[src/rtl/pipe_skid_stage_reg.sv]
// Pipeline stage register with valid/ready handshake, optional 2-entry skid buffer and flush.
// Control field is zeroed on bubbles so a stray write enable never reaches write-back.
module pipe_skid_stage_reg #(
    parameter int unsigned DATA_W  = 32,
    parameter int unsigned CTRL_W  = 3,
    parameter int unsigned SKID_EN = 1
) (
    input  logic              i_Clk,
    input  logic              i_Rst_n,
    input  logic              i_Flush,
    input  logic              i_Valid,
    output logic              o_Ready,
    input  logic [DATA_W-1:0] i_Data,
    input  logic [CTRL_W-1:0] i_Ctrl,
    output logic              o_Valid,
    input  logic              i_Ready,
    output logic [DATA_W-1:0] o_Data,
    output logic [CTRL_W-1:0] o_Ctrl,
    output logic [1:0]        o_Occupancy
);

    typedef enum logic [1:0] {
        ST_EMPTY = 2'd0,
        ST_BUSY  = 2'd1,
        ST_FULL  = 2'd2
    } state_t;

    state_t            state;
    state_t            state_nxt;
    logic              ready_en;
    logic              accept_c;
    logic              emit_c;
    logic              load_in;
    logic              load_skid;
    logic              load_from_skid;
    logic              valid_c;
    logic [DATA_W-1:0] main_data;
    logic [CTRL_W-1:0] main_ctrl;
    logic [DATA_W-1:0] skid_data;
    logic [CTRL_W-1:0] skid_ctrl;

    // ready_en keeps o_Ready low during reset and for the release cycle
    always_ff @(posedge i_Clk or negedge i_Rst_n) begin
        if (!i_Rst_n) begin
            state    <= ST_EMPTY;
            ready_en <= 1'b0;
        end else begin
            state    <= state_nxt;
            ready_en <= 1'b1;
        end
    end

    assign valid_c  = (state != ST_EMPTY);
    assign emit_c   = valid_c & i_Ready;
    assign accept_c = i_Valid & o_Ready;

    // With the skid, ready comes from registered state only; without it, it looks through to i_Ready
    assign o_Ready = ready_en & ((SKID_EN != 0) ? (state != ST_FULL)
                                                : (!valid_c | i_Ready));

    // Next state and datapath load strobes; flush wins over accept and emit
    always_comb begin
        state_nxt      = state;
        load_in        = 1'b0;
        load_skid      = 1'b0;
        load_from_skid = 1'b0;
        if (i_Flush) begin
            state_nxt = ST_EMPTY;
        end else begin
            case (state)
                ST_EMPTY: begin
                    if (accept_c) begin
                        state_nxt = ST_BUSY;
                        load_in   = 1'b1;
                    end
                end
                ST_BUSY: begin
                    if (accept_c && emit_c) begin
                        load_in = 1'b1;
                    end else if (accept_c && (SKID_EN != 0)) begin
                        state_nxt = ST_FULL;
                        load_skid = 1'b1;
                    end else if (emit_c) begin
                        state_nxt = ST_EMPTY;
                    end
                end
                ST_FULL: begin
                    if (emit_c) begin
                        state_nxt      = ST_BUSY;
                        load_from_skid = 1'b1;
                    end
                end
                default: state_nxt = ST_EMPTY;
            endcase
        end
    end

    // Output decode from registered state
    always_comb begin
        o_Occupancy = 2'd0;
        case (state)
            ST_EMPTY: o_Occupancy = 2'd0;
            ST_BUSY:  o_Occupancy = 2'd1;
            ST_FULL:  o_Occupancy = 2'd2;
            default:  o_Occupancy = 2'd0;
        endcase
        o_Valid = valid_c;
        o_Data  = main_data;
        o_Ctrl  = valid_c ? main_ctrl : CTRL_W'(0);
    end

    // Main (output) register
    always_ff @(posedge i_Clk or negedge i_Rst_n) begin
        if (!i_Rst_n) begin
            main_data <= '0;
            main_ctrl <= '0;
        end else if (load_in) begin
            main_data <= i_Data;
            main_ctrl <= i_Ctrl;
        end else if (load_from_skid) begin
            main_data <= skid_data;
            main_ctrl <= skid_ctrl;
        end
    end

    // Skid register catches the entry accepted while downstream stalls
    always_ff @(posedge i_Clk or negedge i_Rst_n) begin
        if (!i_Rst_n) begin
            skid_data <= '0;
            skid_ctrl <= '0;
        end else if (load_skid) begin
            skid_data <= i_Data;
            skid_ctrl <= i_Ctrl;
        end
    end

endmodule

[config.mk]
export PLATFORM = sky130hd
export DESIGN_NAME = pipe_skid_stage_reg
export DESIGN_NICKNAME = d
export VERILOG_FILES = /design/src/rtl/pipe_skid_stage_reg.sv
export SDC_FILE = /design/constraint.sdc
export NUM_CORES = 1
export LEC_CHECK = 0
export ABC_AREA = 0
export CELL_PAD_IN_SITES_DETAIL_PLACEMENT = 1
export CELL_PAD_IN_SITES_GLOBAL_PLACEMENT = 2
export CORE_MARGIN = 5
export CORE_UTILIZATION = 31
export CTS_BUF_LIST = sky130_fd_sc_hd__clkbuf_16
export CTS_CLUSTER_DIAMETER = 80
export DETAILED_ROUTE_END_ITERATION = 16
export PLACE_DENSITY = 0.73
export SLEW_MARGIN = 20
export SYNTH_ARGS = -nofsm -noshare
export SYNTH_HDL_FRONTEND = slang
export SYNTH_SLANG_ARGS = --single-unit
[constraint.sdc]
create_clock -name i_Clk -period 1.6 [get_ports i_Clk]
set_input_delay 0.24 -clock i_Clk [delete_from_list [all_inputs] [get_ports i_Clk]]
set_output_delay 0.24 -clock i_Clk [all_outputs]
set_load 0.05 [all_outputs]
Yosys cells after proc, flatten, opt, wreduce, memory -nomap -nowiden
Index checks and enable logic that the tools add are counted.
- reductions and logical operators: 5
- bitwise logic cells: 3
- multiplexer cells: 23
- equality and inequality tests: 7
- operators with widths (operator ; number):
    32-bit two-way mux ; 2
    2-bit two-way mux ; 6
    1-bit two-way mux ; 9
    3-bit two-way mux ; 3
    3-bit inequality test (second input constant) ; 3
    2-bit one-hot mux with 3 select lines ; 1
    4-bit inequality test (second input constant) ; 1
    2-bit one-hot mux with 2 select lines ; 1
    4-bit AND reduction ; 1
    2-bit nonzero test ; 2
    1-bit bitwise AND ; 3
    2-bit by 1-bit equality test with 1-bit output (second input constant) ; 1
    2-bit equality test (second input constant) ; 1
    2-bit logical NOT ; 1
    2-bit inequality test (second input constant) ; 1
    1-bit one-hot mux with 2 select lines ; 1
    1-bit logical AND ; 1
- word-level logic and storage cells: 44
- input port bits: 40
- register bits after elaboration: 73

Logic depth before layout (Yosys ltp)
- depth in word-level cells: 8
- gate-level depth with buffers: 6
- gate-level depth less buffers: 3

Least setup slack after synthesis
Ideal clock, no wire load.
- kind: register -> output
- from: register state[0]
- to: output port o_Ready
- stages on the path, launching flop included: 3
- path slack: -0.258 ns
- data arrival time: 1.618 ns
- required time: 1.360 ns
- cell sequence: dfrtp_1 -> nor2b_1 -> nor2b_1
- word-level cells in the longest chain between the ends: 2
- ends and longest elaborated chain (what ; line ; source):
    from (decl) ; 28 ; state_t state;
    from (signal assigned) ; 48 ; state <= state_nxt;
    2-bit inequality test ; 58 ; assign o_Ready = ready_en & ((SKID_EN != 0) ? (state != ST_FULL)
    1-bit bitwise AND ; 58 ;
    to (decl) ; 12 ; output logic o_Ready,
No other way between the ends.

Final worst setup path
- from: register state[0]
- to: output port o_Ctrl[2]
- word-level cells in the longest chain between the ends: 2
- ends and longest elaborated chain (what ; line ; source):
    2-bit nonzero test ; 53 ; assign valid_c = (state != ST_EMPTY);
    3-bit two-way mux ; 109 ; o_Ctrl = valid_c ? main_ctrl : CTRL_W'(0);
    to (decl) ; 18 ; output logic [CTRL_W-1:0] o_Ctrl,
No other way between the ends.

==> summary.txt <==
Pwr
  • Leak: around 2 nW
  • Gate power share: 0.248
  • Switching power: 1.831 mW
  • PD cells: roughly 1300 nW/um^2
  • Worst IR Drop VDD: roughly 700 uV
  • Switching Share: 0.3246
  • Clock power share: 0.339
  • Int Pwr: about 3.8 mW
  • Sequential Power Share: 0.412
  • Tot Pwr: ~5.6 mW

Timing
  • Upper clock frequency limit: roughly 660 MHz
  • Post-Route Skew: roughly 8.3 ps
  • Tmin final: 1509 ps
  • Setup violations, final: 0
  • Slew Limit Fails: 0
  • RSZ-0062 raised after global routing: false
  • Hold slack final: 390.7 ps
  • Hold Fails Final Rpt: 0
  • Final worst-path cycle share: 0.9432

GRT
  • First-pass GRT wire length: about 12 mm
  • Total grt overflow: 0
  • Initial antenna violation count: 0
  • Number of global-route vias before repair: approximately 2300
  • Total track usage: 0.1327
  • Largest net degree at the start of global routing: 32

Route
  • Drt total wl: ~7.5 mm
  • DRT iter0 DRCs: 63
  • Residual DRC: 0
  • Post-route ant nets: 0
  • Wire length per cell: approximately 17 um
  • Via density: about 4.8
  • DR pass1 iterations: 4
  • Routed vias: about 2100

Floorplanning
  • Core Box Area: between 9000 and 10000 um^2
  • IO Pins: 79
  • Die height: ~110 um
  • Die Wd: 109.7 um
  • Die ar.: 12030 um^2
  • Starting density of the core: 0.3165
  • Rows: 36

Setup path
  • WS Path Type: reg -> out
  • Maximum fanout along the worst path: 5
  • Crit path launch type: register
  • Data required time at the worst endpoint: ~1400 ps
  • Worst EP arrival: 1270 ps
  • CP Capture Type: output pin

Synthesis
  • Net Count, Synth: about 250
  • Yosys cell types: 24
  • Post-synthesis mux area share: 0.1280
  • Synth warnings: 0
  • Synthesized instance count: between 200 and 250
  • Largest family of logic cells by synthesized area: multiplexers
  • Synth top area share: 0.5933
  • Synth area leaders: dfrtp_1 59%, mux2_2 13%, a221o_1 11%, and2_1 6.9%, buf_6 2.2%
  • Post-Syn Area: ~3100 um^2
  • Post-Synth Adder-Cell Area: 0
  • Seq/Total Area, Yosys: 0.5933
  • Post-synthesis xor/xnor area fraction: 0.002844
  • Post-synth top area cell: dfrtp_1
  • Simple-Gate Fraction of Synth Area: 0.1036
  • Synthesized area per cell: between 10 and 15 um^2
  • Flops & latches, synth: 73
  • Compound-Gate Fraction of Synth Area: 0.1247

Clock tree
  • Root Driver: clkbuf_16
  • Clk buf depth: 2
  • H-tree depth: 3
  • TritonCTS Sinks: 73
  • CTS buffer count: 9
  • Clock Pin Slew Worst Setup and Hold Paths: 70 ps
  • Clk Latency, worst-skew pair: ~330 ps
  • CTS tree: yes

Job
  • MaxCap Viol Count: 0

Outcome
  • Status: finished, final reports clean

Place
  • I/O Buffers: 78
  • Placed insts: about 430
  • DP HPWL: around 5.3 mm
  • Dpl cell area: between 4000 and 5000 um^2
  • GPL Wtd Cong: approximately 0.7

Cells and area
  • Finished Cell Area: 4359 um^2
  • Share of cells above drive strength 1: 0.3677
  • Fin nets: roughly 350
  • P&R area growth vs syn: 41.57%
  • Final std cells w/o fill: ~440
  • N_diodes: 0
  • Fillers: around 1000
  • Final core utilization: 0.4480

Hold path
  • Min-delay worst type: in -> async
-- through the flow --
step | TNS, ps | setup WS, ps
detailed placement | -10090 | -238.1
global route | 0 | 4.226
CTS | 0 | 6.817
finish | 0 | 90.87
floorplan | -14.75 | -14.75
global placement | -9020 | -209.9
-- flip-flops by register name (all words and copies together) (netlist names) --
signal / flops
skid_ctrl: 3
state: 2
ready_en: 1
o_Data: 32
main_ctrl: 3
skid_data: 32
-- cell type report --
type	count	area (um^2)	area share
Clock inverter	7	60.06	0.01378
Clock buffer	9	225.2	0.05166
Inverter	1	3.754	0.0008611
Tap cell	133	166.4	0.03817
Sequential cell	73	1827	0.4191
Timing Repair Buffer	95	960.9	0.2204
Multi-Input combinational cell	125	1116	0.2560
-- synthesized netlist by cell type, drive strengths merged --
master,instances
nor2,3
nand3,1
a21o,1
nor3,1
and4bb,1
xnor2,1
inv,1
and2b,1
dfrtp,73
buf,12
mux2,35
a31oi,1
nand2b,1
conb,1
nor2b,5
clkbuf,3
a21oi,1
and2,36
and3,1
a221o,35
-- layer usage --
metal  wire, um  global-route usage  up-vias  share of wire
met4         70             0.04007        0         0.0094
met1       3171              0.1543     1097           0.42
met2       3834              0.2319       56           0.51
li1           -                   -      975              -
met3        401             0.04345        4          0.054
met5          0                   0        -              0
-- cells by family (layout without fill, tap and decap cells) --
| logic type | Yosys count | count (layout) |
|---|---|---|
| AOI/OAI and AO/OA | 38 | 38 |
| other | 1 | 1 |
| DFF | 73 | 73 |
| muxes | 35 | 35 |
| xor gates and xnor gates | 1 | 1 |
| buffers and inverters | 16 | 112 |
| and+or+nand+nor | 50 | 50 |
-- timing repair --
item,CTS,global route
endpoints found under the hold margin,29,0
buffers inserted,0,0
endpoints found under the setup margin,0,1
hold buffers,1,0
resized for setup,0,1
-- critical path, cell delays in order, from the launching register on --
cell,delay [ps]
dfrtp_1,420
nor2_1,240
nor2b_1,120
buf_12,160
-- layout by cell type (no fill, tap or decap), drive strengths merged --
cell type and count:
buf 56, a21oi 1, dlygate4sd3 1, nand2b 1, clkbuf 9, a31oi 1
inv 5, a221o 35, clkinvlp 3, and3 1, dfrtp 73, and4bb 1
nor2b 5, nor2 3, conb 1, clkdlybuf4s50 38, and2b 1, xnor2 1
and2 36, nor3 1, a21o 1, mux2 35, nand3 1
-- power by group through the flow --
stage,logic [mW],registers [mW],clock network [mW]
6_report,1.40,2.33,1.91
2_1_floorplan,0.378,2.83,0
3_3_place_gp,1.39,2.35,0
4_1_cts,1.42,2.33,1.98
3_5_place_dp,1.42,2.36,0
5_1_grt,1.47,2.36,2.07
-- worst paths after layout --
kind | startpoint | endpoint | slack (ps) | cells after the start
max | state[0]$_DFFE_PN0P_ | o_Ctrl[2] | 90 | 3
min reg2reg | skid_data[29]$_DFFE_PN0P_ | skid_data[29]$_DFFE_PN0P_ | 500 | 1
max reg2reg | state[0]$_DFFE_PN0P_ | o_Data[20]$_DFFE_PN0P_ | 100 | 4
min | i_Rst_n | o_Data[4]$_DFFE_PN0P_ | 390 | 2
max in group asynchronous | i_Rst_n | o_Data[10]$_DFFE_PN0P_ | 630 | 3
min in group i_Clk | skid_data[29]$_DFFE_PN0P_ | skid_data[29]$_DFFE_PN0P_ | 500 | 1
(Power assumes the default switching activity.)
